--- src/rtl/mmu_ext_mem_master_if.sv ---
// Signal bundle for mmu_ext_mem_master: MMU line request/response plus the
// external-memory burst port. master = the block itself, slave = its environment.
`ifndef PHY_ADDR_WIDTH
`define PHY_ADDR_WIDTH 40
`endif

interface mmu_ext_mem_master_if #(
    parameter int PADDR_W = `PHY_ADDR_WIDTH
);
    logic               i_req_vld;
    logic               o_req_rdy;
    logic               i_req_wr;
    logic [PADDR_W-1:0] i_req_paddr;
    logic [2:0]         i_req_beats;
    logic [511:0]       i_req_wdat;
    logic [63:0]        i_req_mask;
    logic               o_rsp_vld;
    logic               o_rsp_wr;
    logic               o_rsp_err;
    logic [511:0]       o_rsp_rdat;
    logic               o_mem_ext_rden;
    logic               o_mem_ext_wren;
    logic [2:0]         o_mem_ext_burst_size;
    logic [PADDR_W-1:0] o_mem_ext_paddr;
    logic [127:0]       o_mem_ext_wdat;
    logic [15:0]        o_mem_ext_mask;
    logic               o_mem_ext_burst_start;
    logic               o_mem_ext_burst_end;
    logic               o_mem_ext_burst_vld;
    logic               i_ext_mmu_rdy;
    logic               i_ext_mmu_rd_ack;
    logic               i_ext_mmu_wr_ack;
    logic [127:0]       i_ext_mmu_rdat;

    modport master (
        input  i_req_vld, i_req_wr, i_req_paddr, i_req_beats, i_req_wdat, i_req_mask,
        input  i_ext_mmu_rdy, i_ext_mmu_rd_ack, i_ext_mmu_wr_ack, i_ext_mmu_rdat,
        output o_req_rdy, o_rsp_vld, o_rsp_wr, o_rsp_err, o_rsp_rdat,
        output o_mem_ext_rden, o_mem_ext_wren, o_mem_ext_burst_size, o_mem_ext_paddr,
        output o_mem_ext_wdat, o_mem_ext_mask, o_mem_ext_burst_start, o_mem_ext_burst_end,
        output o_mem_ext_burst_vld
    );

    modport slave (
        output i_req_vld, i_req_wr, i_req_paddr, i_req_beats, i_req_wdat, i_req_mask,
        output i_ext_mmu_rdy, i_ext_mmu_rd_ack, i_ext_mmu_wr_ack, i_ext_mmu_rdat,
        input  o_req_rdy, o_rsp_vld, o_rsp_wr, o_rsp_err, o_rsp_rdat,
        input  o_mem_ext_rden, o_mem_ext_wren, o_mem_ext_burst_size, o_mem_ext_paddr,
        input  o_mem_ext_wdat, o_mem_ext_mask, o_mem_ext_burst_start, o_mem_ext_burst_end,
        input  o_mem_ext_burst_vld
    );
endinterface

--- src/rtl/mmu_ext_mem_master.sv ---
// MMU-side burst initiator: splits a 512-bit line read/write into 1..4 beats of 128 bits,
// reassembles read beats, and returns one response per request (with ack timeout).
`ifndef PHY_ADDR_WIDTH
`define PHY_ADDR_WIDTH 40
`endif

module mmu_ext_mem_master #(
    parameter int PADDR_W     = `PHY_ADDR_WIDTH,
    parameter int TIMEOUT_CYC = 255
) (
    input  logic                 clk,
    input  logic                 rst_n,
    mmu_ext_mem_master_if.master bus
);
    localparam int NUM_BEATS = 4;
    localparam int BEAT_W    = 128;
    localparam int MASK_W    = BEAT_W / 8;

    typedef enum logic [2:0] {
        IDLE, WAIT_RDY, WR_BEAT, RD_BEAT, RD_LAST, WR_WAIT, RD_WAIT, RESP
    } state_t;

    typedef struct packed {
        logic                                wr;
        logic [2:0]                          beats;
        logic [PADDR_W-1:0]                  paddr;
        logic [NUM_BEATS-1:0][BEAT_W-1:0]    wdat;
        logic [NUM_BEATS-1:0][MASK_W-1:0]    mask;
    } req_t;

    typedef struct packed {
        logic                                wr;
        logic                                err;
        logic [NUM_BEATS-1:0][BEAT_W-1:0]    rdat;
    } rsp_t;

    state_t                           state, state_nxt;
    req_t                             req_q;
    rsp_t                             rsp_q;
    logic [NUM_BEATS-1:0][BEAT_W-1:0] line_buf, line_nxt;
    logic [1:0]                       beat_cnt;
    logic [7:0]                       tmo_cnt;
    logic [2:0]                       beats_norm;
    logic [1:0]                       last_idx;
    logic                             accept, last_beat, in_beat, in_burst, in_wait;
    logic                             tmo_hit, tmo_exit, rsp_load;

    assign accept     = (state == IDLE) && bus.i_req_vld;
    assign beats_norm = (bus.i_req_beats == 3'd0 || bus.i_req_beats > 3'd4) ? 3'd4 : bus.i_req_beats;
    assign in_beat    = (state == WR_BEAT) || (state == RD_BEAT);
    assign in_burst   = in_beat || (state == RD_LAST);
    assign in_wait    = (state == WR_WAIT) || (state == RD_WAIT);
    assign last_beat  = ({1'b0, beat_cnt} == (req_q.beats - 3'd1));
    assign last_idx   = req_q.beats[1:0] - 2'd1;
    assign tmo_hit    = (tmo_cnt == 8'(TIMEOUT_CYC - 1));
    assign tmo_exit   = ((state == WR_WAIT) && !bus.i_ext_mmu_wr_ack) ||
                        ((state == RD_WAIT) && !bus.i_ext_mmu_rd_ack);
    assign rsp_load   = (state != RESP) && (state_nxt == RESP);

    always_ff @(posedge clk or negedge rst_n) begin
        if (!rst_n) state <= IDLE;
        else        state <= state_nxt;
    end

    always_comb begin
        state_nxt                 = state;
        bus.o_req_rdy             = (state == IDLE);
        bus.o_rsp_vld             = (state == RESP);
        bus.o_rsp_wr              = rsp_q.wr;
        bus.o_rsp_err             = rsp_q.err;
        bus.o_rsp_rdat            = rsp_q.rdat;
        bus.o_mem_ext_rden        = 1'b0;
        bus.o_mem_ext_wren        = 1'b0;
        bus.o_mem_ext_burst_start = 1'b0;
        bus.o_mem_ext_burst_end   = 1'b0;
        bus.o_mem_ext_burst_vld   = in_beat;
        bus.o_mem_ext_burst_size  = in_burst ? req_q.beats : 3'd0;
        bus.o_mem_ext_paddr       = in_burst ? req_q.paddr : '0;
        bus.o_mem_ext_wdat        = '0;
        bus.o_mem_ext_mask        = '0;
        unique case (state)
            IDLE:     if (accept) state_nxt = WAIT_RDY;
            WAIT_RDY: if (bus.i_ext_mmu_rdy) state_nxt = req_q.wr ? WR_BEAT : RD_BEAT;
            WR_BEAT: begin
                bus.o_mem_ext_wren        = (beat_cnt == 2'd0);
                bus.o_mem_ext_burst_start = (beat_cnt == 2'd0);
                bus.o_mem_ext_burst_end   = last_beat;
                bus.o_mem_ext_wdat        = req_q.wdat[beat_cnt];
                bus.o_mem_ext_mask        = req_q.mask[beat_cnt];
                if (last_beat) state_nxt = bus.i_ext_mmu_wr_ack ? RESP : WR_WAIT;
            end
            RD_BEAT: begin
                bus.o_mem_ext_rden        = (beat_cnt == 2'd0);
                bus.o_mem_ext_burst_start = (beat_cnt == 2'd0);
                if (last_beat) state_nxt = RD_LAST;
            end
            // read data trails the command by one cycle, so the final beat lands here
            RD_LAST: begin
                bus.o_mem_ext_burst_end = 1'b1;
                state_nxt = bus.i_ext_mmu_rd_ack ? RESP : RD_WAIT;
            end
            WR_WAIT: if (bus.i_ext_mmu_wr_ack || tmo_hit) state_nxt = RESP;
            RD_WAIT: if (bus.i_ext_mmu_rd_ack || tmo_hit) state_nxt = RESP;
            RESP:     state_nxt = IDLE;
            default:  state_nxt = IDLE;
        endcase
    end

    always_comb begin
        line_nxt = line_buf;
        if (accept && !bus.i_req_wr) line_nxt = '0;
        if (state == RD_BEAT && beat_cnt != 2'd0) line_nxt[beat_cnt - 2'd1] = bus.i_ext_mmu_rdat;
        if (state == RD_LAST) line_nxt[last_idx] = bus.i_ext_mmu_rdat;
    end

    always_ff @(posedge clk or negedge rst_n) begin
        if (!rst_n) begin
            req_q    <= '0;
            rsp_q    <= '0;
            line_buf <= '0;
            beat_cnt <= '0;
            tmo_cnt  <= '0;
        end else begin
            line_buf <= line_nxt;
            beat_cnt <= (in_beat && !last_beat) ? beat_cnt + 2'd1 : 2'd0;
            tmo_cnt  <= in_wait ? tmo_cnt + 8'd1 : 8'd0;
            if (accept) begin
                req_q.wr    <= bus.i_req_wr;
                req_q.beats <= beats_norm;
                req_q.paddr <= bus.i_req_paddr;
                req_q.wdat  <= bus.i_req_wdat;
                req_q.mask  <= bus.i_req_mask;
            end
            // capture from line_nxt so an ack in the final read cycle keeps the last beat
            if (rsp_load) begin
                rsp_q.wr   <= req_q.wr;
                rsp_q.err  <= tmo_exit;
                rsp_q.rdat <= req_q.wr ? '0 : line_nxt;
            end
        end
    end
endmodule

--- src/flat_wrapper.sv ---
// flat-port wrapper written by rule: the top's interface ports become plain ports
module mmu_ext_mem_master_flat 
#(
    parameter int PADDR_W     = `PHY_ADDR_WIDTH,
    parameter int TIMEOUT_CYC = 255
)
  (clk, rst_n, bus_i_req_vld, bus_i_req_wr, bus_i_req_paddr, bus_i_req_beats, bus_i_req_wdat, bus_i_req_mask, bus_i_ext_mmu_rdy, bus_i_ext_mmu_rd_ack, bus_i_ext_mmu_wr_ack, bus_i_ext_mmu_rdat, bus_o_req_rdy, bus_o_rsp_vld, bus_o_rsp_wr, bus_o_rsp_err, bus_o_rsp_rdat, bus_o_mem_ext_rden, bus_o_mem_ext_wren, bus_o_mem_ext_burst_size, bus_o_mem_ext_paddr, bus_o_mem_ext_wdat, bus_o_mem_ext_mask, bus_o_mem_ext_burst_start, bus_o_mem_ext_burst_end, bus_o_mem_ext_burst_vld);
  mmu_ext_mem_master_if #(.PADDR_W(PADDR_W)) bus_i ();
  input  logic clk;
  input  logic rst_n;
  input wire logic [$bits(bus_i.i_req_vld)-1:0] bus_i_req_vld;
  input wire logic [$bits(bus_i.i_req_wr)-1:0] bus_i_req_wr;
  input wire logic [$bits(bus_i.i_req_paddr)-1:0] bus_i_req_paddr;
  input wire logic [$bits(bus_i.i_req_beats)-1:0] bus_i_req_beats;
  input wire logic [$bits(bus_i.i_req_wdat)-1:0] bus_i_req_wdat;
  input wire logic [$bits(bus_i.i_req_mask)-1:0] bus_i_req_mask;
  input wire logic [$bits(bus_i.i_ext_mmu_rdy)-1:0] bus_i_ext_mmu_rdy;
  input wire logic [$bits(bus_i.i_ext_mmu_rd_ack)-1:0] bus_i_ext_mmu_rd_ack;
  input wire logic [$bits(bus_i.i_ext_mmu_wr_ack)-1:0] bus_i_ext_mmu_wr_ack;
  input wire logic [$bits(bus_i.i_ext_mmu_rdat)-1:0] bus_i_ext_mmu_rdat;
  output wire logic [$bits(bus_i.o_req_rdy)-1:0] bus_o_req_rdy;
  output wire logic [$bits(bus_i.o_rsp_vld)-1:0] bus_o_rsp_vld;
  output wire logic [$bits(bus_i.o_rsp_wr)-1:0] bus_o_rsp_wr;
  output wire logic [$bits(bus_i.o_rsp_err)-1:0] bus_o_rsp_err;
  output wire logic [$bits(bus_i.o_rsp_rdat)-1:0] bus_o_rsp_rdat;
  output wire logic [$bits(bus_i.o_mem_ext_rden)-1:0] bus_o_mem_ext_rden;
  output wire logic [$bits(bus_i.o_mem_ext_wren)-1:0] bus_o_mem_ext_wren;
  output wire logic [$bits(bus_i.o_mem_ext_burst_size)-1:0] bus_o_mem_ext_burst_size;
  output wire logic [$bits(bus_i.o_mem_ext_paddr)-1:0] bus_o_mem_ext_paddr;
  output wire logic [$bits(bus_i.o_mem_ext_wdat)-1:0] bus_o_mem_ext_wdat;
  output wire logic [$bits(bus_i.o_mem_ext_mask)-1:0] bus_o_mem_ext_mask;
  output wire logic [$bits(bus_i.o_mem_ext_burst_start)-1:0] bus_o_mem_ext_burst_start;
  output wire logic [$bits(bus_i.o_mem_ext_burst_end)-1:0] bus_o_mem_ext_burst_end;
  output wire logic [$bits(bus_i.o_mem_ext_burst_vld)-1:0] bus_o_mem_ext_burst_vld;
  assign bus_i.i_req_vld = bus_i_req_vld;
  assign bus_i.i_req_wr = bus_i_req_wr;
  assign bus_i.i_req_paddr = bus_i_req_paddr;
  assign bus_i.i_req_beats = bus_i_req_beats;
  assign bus_i.i_req_wdat = bus_i_req_wdat;
  assign bus_i.i_req_mask = bus_i_req_mask;
  assign bus_i.i_ext_mmu_rdy = bus_i_ext_mmu_rdy;
  assign bus_i.i_ext_mmu_rd_ack = bus_i_ext_mmu_rd_ack;
  assign bus_i.i_ext_mmu_wr_ack = bus_i_ext_mmu_wr_ack;
  assign bus_i.i_ext_mmu_rdat = bus_i_ext_mmu_rdat;
  assign bus_o_req_rdy = bus_i.o_req_rdy;
  assign bus_o_rsp_vld = bus_i.o_rsp_vld;
  assign bus_o_rsp_wr = bus_i.o_rsp_wr;
  assign bus_o_rsp_err = bus_i.o_rsp_err;
  assign bus_o_rsp_rdat = bus_i.o_rsp_rdat;
  assign bus_o_mem_ext_rden = bus_i.o_mem_ext_rden;
  assign bus_o_mem_ext_wren = bus_i.o_mem_ext_wren;
  assign bus_o_mem_ext_burst_size = bus_i.o_mem_ext_burst_size;
  assign bus_o_mem_ext_paddr = bus_i.o_mem_ext_paddr;
  assign bus_o_mem_ext_wdat = bus_i.o_mem_ext_wdat;
  assign bus_o_mem_ext_mask = bus_i.o_mem_ext_mask;
  assign bus_o_mem_ext_burst_start = bus_i.o_mem_ext_burst_start;
  assign bus_o_mem_ext_burst_end = bus_i.o_mem_ext_burst_end;
  assign bus_o_mem_ext_burst_vld = bus_i.o_mem_ext_burst_vld;
  mmu_ext_mem_master #(.PADDR_W(PADDR_W), .TIMEOUT_CYC(TIMEOUT_CYC)) u_core (.clk(clk), .rst_n(rst_n), .bus(bus_i));
endmodule
--- config.mk ---
export PLATFORM = sky130hd
export DESIGN_NAME = mmu_ext_mem_master_flat
export DESIGN_NICKNAME = d
export VERILOG_FILES = /design/src/rtl/mmu_ext_mem_master_if.sv /design/src/rtl/mmu_ext_mem_master.sv /design/src/flat_wrapper.sv
export SDC_FILE = /design/constraint.sdc
export NUM_CORES = 2
export LEC_CHECK = 0
export CAP_MARGIN = 40
export CORE_AREA = 3 3 563 565
export CTS_BUF_LIST = sky130_fd_sc_hd__clkbuf_16
export DETAILED_ROUTE_END_ITERATION = 12
export DIE_AREA = 0 0 566 568
export GPL_ROUTABILITY_DRIVEN = 0
export PLACE_DENSITY = 0.51
export RECOVER_POWER = 50
export SLEW_MARGIN = 10
export SYNTH_ARGS = -nofsm -noshare
export SYNTH_HDL_FRONTEND = slang
export SYNTH_SLANG_ARGS = --single-unit
export TNS_END_PERCENT = 1
--- constraint.sdc ---
create_clock -name clk -period 3.85 [get_ports clk]
set_clock_uncertainty 0.2 [all_clocks]
set_input_delay 0.9625 -clock clk [delete_from_list [all_inputs] [get_ports clk]]
set_output_delay 0.9625 -clock clk [all_outputs]
set_load 0.02 [all_outputs]
=== Word-level counts from Yosys, hierarchy flattened ===
Index checks and enable logic that the tools add are counted.

* Register bits after elaboration: 1,659
* Input port bits: 754
* Output and inout port bits: 708
* Word-level logic and storage cells: 106

* Add/subtract/negate cells: 5
* Magnitude comparators: 6
* Equality and inequality tests: 11
* Multiplexer cells: 35
* Reductions and logical operators: 25

{| class="wikitable"
|+ Operator list
! operator !! count
|-
| 512-bit two-way mux || 4
|-
| 512-bit bitwise mux || 2
|-
| 128-bit demux with 2-bit select || 2
|-
| 128-bit two-way mux || 4
|-
| 128-bit binary-select mux with 2-bit select || 1
|-
| 40-bit two-way mux || 1
|-
| 16-bit binary-select mux with 2-bit select || 1
|-
| 16-bit two-way mux || 2
|-
| 3-bit two-way mux || 8
|-
| 3-bit case mux with 8 select lines || 1
|-
| 3-bit equality test (second input constant) || 5
|-
| 1-bit logical AND || 9
|-
| 2-bit by 3-bit less-than comparator with 1-bit output (second input constant) || 3
|-
| 8-bit by 1-bit adder with 8-bit output (second input constant) || 1
|-
| 8-bit equality test (second input constant) || 1
|-
| 8-bit two-way mux || 1
|-
| 1-bit logical OR || 7
|-
| 3-bit by 2-bit equality test with 1-bit output (second input constant) || 2
|-
| 3-bit zero test || 2
|-
| 1-bit two-way mux || 5
|-
| 2-bit by 1-bit >= comparator with 1-bit output (second input constant) || 2
|-
| 1-bit zero test || 4
|-
| 2-bit two-way mux || 2
|-
| 2-bit by 1-bit subtractor with 2-bit output (second input constant) || 2
|-
| other kinds (10) || 10
|}

=== Logic depth before layout (Yosys ltp) ===
* Word-level depth: 10
* Depth in mapped cells: 14
* Depth with buffers taken out: 7

=== Worst setup path after synthesis ===
OpenSTA, ideal clock, no wires.

* Path type: reg-to-reg
* From: register u_core.beat_cnt[0]
* To: register u_core.rsp_q, in the netlist u_core.bus.o_rsp_rdat[108]
* Library setup time: 0.067 ns
* Arrival time: 3.292 ns
* Required time: 3.583 ns
* Slack: 0.291 ns
* Cell stages (with the launch flop): 15
* Buffers on the path: 7
* Clock period less this slack: 3.559 ns
* Path through: dfrtp_1 -> buf_2 -> clkbuf_1 -> buf_1 -> inv_1 -> ha_1 -> nor4bb_1 -> a22o_1 -> buf_4 -> buf_4 -> buf_4 -> buf_2 -> nand2_1 -> o21ai_0 -> a32o_1

{| class="wikitable"
|+ RTL lines
! what !! line !! text
|-
| start: declaration || mmu_ext_mem_master.sv:41 || <nowiki>logic [1:0] beat_cnt;</nowiki>
|-
| start signal: assignment || mmu_ext_mem_master.sv:125 || <nowiki>beat_cnt <= (in_beat && !last_beat) ? beat_cnt + 2'd1 : 2'd0;</nowiki>
|-
| end: declaration || mmu_ext_mem_master.sv:39 || <nowiki>rsp_t rsp_q;</nowiki>
|}

=== Worst setup path after layout ===
* From: register u_core.state[2]
* To: output port bus_o_mem_ext_wdat[32]

* Longest elaborated chain between the ends: 2

{| class="wikitable"
|+ Ends and longest elaborated chain
! what !! line !! text
|-
| start: declaration || mmu_ext_mem_master.sv:37 || <nowiki>state_t state, state_nxt;</nowiki>
|-
| start signal: assignment || mmu_ext_mem_master.sv:62 || <nowiki>else state <= state_nxt;</nowiki>
|-
| 3-bit by 2-bit equality test with 1-bit output || mmu_ext_mem_master.sv:81 || <nowiki>unique case (state)</nowiki>
|-
| 128-bit two-way mux || mmu_ext_mem_master.sv:81 ||
|-
| end: declaration || flat_wrapper.sv:30 || <nowiki>output wire logic [$bits(bus_i.o_mem_ext_wdat)-1:0] bus_o_mem_ext_wdat;</nowiki>
|}

Every way passes these cells.

==> flow_summary_export.csv <==
group,metric,value,unit
power_and_ir_drop,power.internal,47600,µW
setup_path,worstPathRequired,2.69,ns
floorplanning,die_x,566,µm
placed_design,placedCellCount,12000,
grt,grt_pass1_wl,442000,µm
power_and_ir_drop,switching_power,31100,µW
layout,fin_nets,8828,
timing,period_share,105,%
timing,finalHoldViolations,0,
setup_path,critPathMaxFanout,48,
setup_path,crit_start,"u_core.state[2]$_DFF_PN0_",
run,drv_cap,1,
timing,worst_pin_slew,1.66,ns
synth,synth_top_area_share,60.2,%
run_status,failed_checks,"max-capacitance violations, max-slew violations, negative setup slack",
timing,grt_setup_unrepaired,"yes",
setup_path,cp-end-kind,"primary output",
setup_path,r2r_slack,0.32,ns
synth,synth.avg_cell_area,10.4,µm²
synth,synthCells,6658,
drt,routedWlPerCell,25.1,µm
clock_network,cts_max_level,4,
timing,drv_slew,63,
drt,vias,57200,
timing,layout_min_cycle_time,4.04,ns
layout,fillCellCount,32000,
synth,synth_edf_count,0,
floorplanning,coreArea,312000,µm²
clock_network,cts_tree,"done",
clock_network,cts.clk_slew.worst_paths,0.06,ns
timing,clock.fmax,248,MHz
synth,synth_ff_type,"dfrtp_1",
power_and_ir_drop,combPwrFrac,40.7,%
drt,routed_wirelength,311000,µm
setup_path,reg2regPathDepth,10,
setup_path,reg2reg_from,"u_core.beat_cnt[0]$_DFF_PN0_",
setup_path,crit_type,"reg -> out",
worst_hold_path,hp-class,"reg -> reg",
layout,drive_gt1_share,12.4,%
grt,antenna_found_initial,82,
layout,fin_cells,12400,
clock_network,clock_path_buffers,4,
grt,grt_max_degree,191,
clock_network,cts_root_buf,"clkbuf_16",
run_status,status,"finished, violations left",
timing,slew_headroom,-10.7,%
power_and_ir_drop,p_clk_share,22.3,%
synth,synth_most_common_cell,"nand2_1",
floorplanning,boundaryPins,1462,
grt,met2_usage,31.1,%
grt,use_met3,4.32,%
placed_design,io_buffers,1461,
grt,grt_pass1_vias,58300,
synth,synth-seq-area-share,60.2,%
grt,track_usage,18.7,%
synth,synth_nets,7423,
power_and_ir_drop,ir_worst_vdd,0.000599,V
synth,synthArstFlopShare,100,%
floorplanning,fp-row-count,205,
drt,drcViolationCount,0,
placed_design,dp_slack,-0.0315,ns
synth,yosys.cell_types.count,45,
clock_network,clock_latency,0.84,ns
timing,layout_setup_ws,-0.189,ns
setup_path,cp-start-kind,"register",
drt,ant_nets,0,
power_and_ir_drop,p_leak,0.0439,µW
floorplanning,start_util,22.1,%
synth,yosys-top-cells-count,"nand2_1, dfrtp_1, o21ai_0",
power_and_ir_drop,pwr-share-seq,37.0,%
grt,grt_overflow,0,
grt,use_met1,23.7,%
drt,drt_pre_antenna_iters,6,
power_and_ir_drop,power.density,818,nW/µm²
setup_path,cp.arrival,2.88,ns
drt,drt_iter0_drc,5346,
floorplanning,die_area,321000,µm²
clock_network,cts_sinks,1659,
drt,vias_per_cell,4.61,
setup_path,setup.worst_path.end,"bus_o_mem_ext_wdat[32]",
synth,yosysWarnings,0,
synth,synthTopCellsByArea,"dfrtp_1, nand2_1, a32o_1",
synth,syn_area,69000,µm²
power_and_ir_drop,p_sw_share,39.5,%
floorplanning,die_h,568,µm
grt,busiest_layer,"met2",
setup_path,worstReg2RegEnd,"u_core.bus.o_rsp_rdat[406]$_DFFE_PN0P_",
clock_network,cts_made_buffers,191,
power_and_ir_drop,finalPower,78700,µW
synth,synth_area_leader_cell,"dfrtp_1",
placed_design,hpwl,232000,µm
timing,setup_violations,86,
synth,synth_seq_cells,1659,
layout,area_growth_syn_to_layout,39.5,%
## worst min-delay path by stage
stage                                  startpoint                             to  cells after the start
floorplan           u_core.req_q[576]$_DFFE_PN0P_  u_core.req_q[576]$_DFFE_PN0P_                      2
global placement    u_core.req_q[593]$_DFFE_PN0P_  u_core.req_q[593]$_DFFE_PN0P_                      2
detailed placement  u_core.req_q[592]$_DFFE_PN0P_  u_core.req_q[592]$_DFFE_PN0P_                      2
CTS                 u_core.req_q[592]$_DFFE_PN0P_  u_core.req_q[592]$_DFFE_PN0P_                      2
global route        u_core.req_q[473]$_DFFE_PN0P_  u_core.req_q[473]$_DFFE_PN0P_                      2
finish              u_core.req_q[609]$_DFFE_PN0P_  u_core.req_q[609]$_DFFE_PN0P_                      2
## logic make-up (layout without fill, tap and decap cells)
family,after synthesis,count (layout),share of synthesized area (%)
compound gates,918,918,10.2
xor+xnor,8,8,0.102
fa+ha+maj,11,11,0.200
buf+inv,542,2095,3.31
flops,1659,1659,60.2
mux,273,273,7.21
other cells,0,42,0
simple gates,3247,3247,18.8
## placed cells by master, fill, tap and decap left out, types with 42 or more instances in the layout
| cell | count |
|---|---|
| buf_12 | 103 |
| dfrtp_1 | 1656 |
| inv_1 | 46 |
| mux2_2 | 54 |
| nor2b_1 | 150 |
| clkdlybuf4s15_2 | 43 |
| clkdlybuf4s50_1 | 1268 |
| nand2_1 | 2880 |
| mux2_4 | 75 |
| a32o_1 | 384 |
| diode_2 | 42 |
| mux4_2 | 144 |
| o21ai_0 | 388 |
| buf_4 | 185 |
| nand3_1 | 133 |
| a22o_1 | 129 |
| clkbuf_16 | 193 |
| clkinv_1 | 44 |
## critical path: stages (launching register included)
cell,delay [ns]
dfrtp_1,0.38
or3b_4,0.50
buf_16,0.23
buf_12,0.27
nor2b_1,0.21
clkdlybuf4s15_2,0.31
## repair_timing
action | CTS | global route
cloned | 7 | 1
hold endpoints to repair | 26 | 0
resized for setup | 501 | 57
buffers inserted | 13 | 3
setup endpoints to repair | 189 | 165
pin swaps | 1 | 2
hold buffers | 1 | 0
## sequential cells by signal, indices dropped and copies added, names as in the netlist
signal                 count
u_core.beat_cnt            2
u_core.bus.o_rsp_err       1
u_core.bus.o_rsp_rdat    512
u_core.bus.o_rsp_wr        1
u_core.line_buf          512
u_core.req_q             620
u_core.state               3
u_core.tmo_cnt             8
## layer usage
metal	wire length (µm)	up-vias
met2	149000	2321
met5	421	-
met3	21400	459
met4	11800	56
li1	-	25300
met1	128000	29100
## layout make-up
cell class | instances | area [µm²] | area share, %
multi-input cells | 4457 | 25500 | 26.5
clock buffers | 192 | 4800 | 4.99
inverters | 10 | 37.5 | 0.0390
repair buffers | 1744 | 17900 | 18.6
flip-flops and latches | 1659 | 41500 | 43.1
well taps | 4140 | 5180 | 5.38
clock inverters | 149 | 1140 | 1.19
diodes | 42 | 105 | 0.109
## through the flow
step | hold WS (ns) | area, µm² | util (%) | TNS, ns
global placement | 0.252 | 89800 | 28.8 | -18.76
floorplan | 0.238 | 69000 | - | 0
CTS | 0.270 | 96400 | 30.9 | -24.88
global route | 0.285 | 96200 | 30.8 | -35.92
finish | 0.268 | 96300 | 30.9 | -7.62
detailed placement | 0.256 | 89900 | 28.8 | -0.291
## power by group through the flow
stage          Clock, µW  Combinational, µW  Sequential, µW
2_1_floorplan          0              14900           29200
3_3_place_gp           0              31200           29200
3_5_place_dp           0              31800           29400
4_1_cts            18000              32400           29100
5_1_grt            18700              34400           29600
6_report           17500              32000           29200
Power figures use the tool's default switching activity.
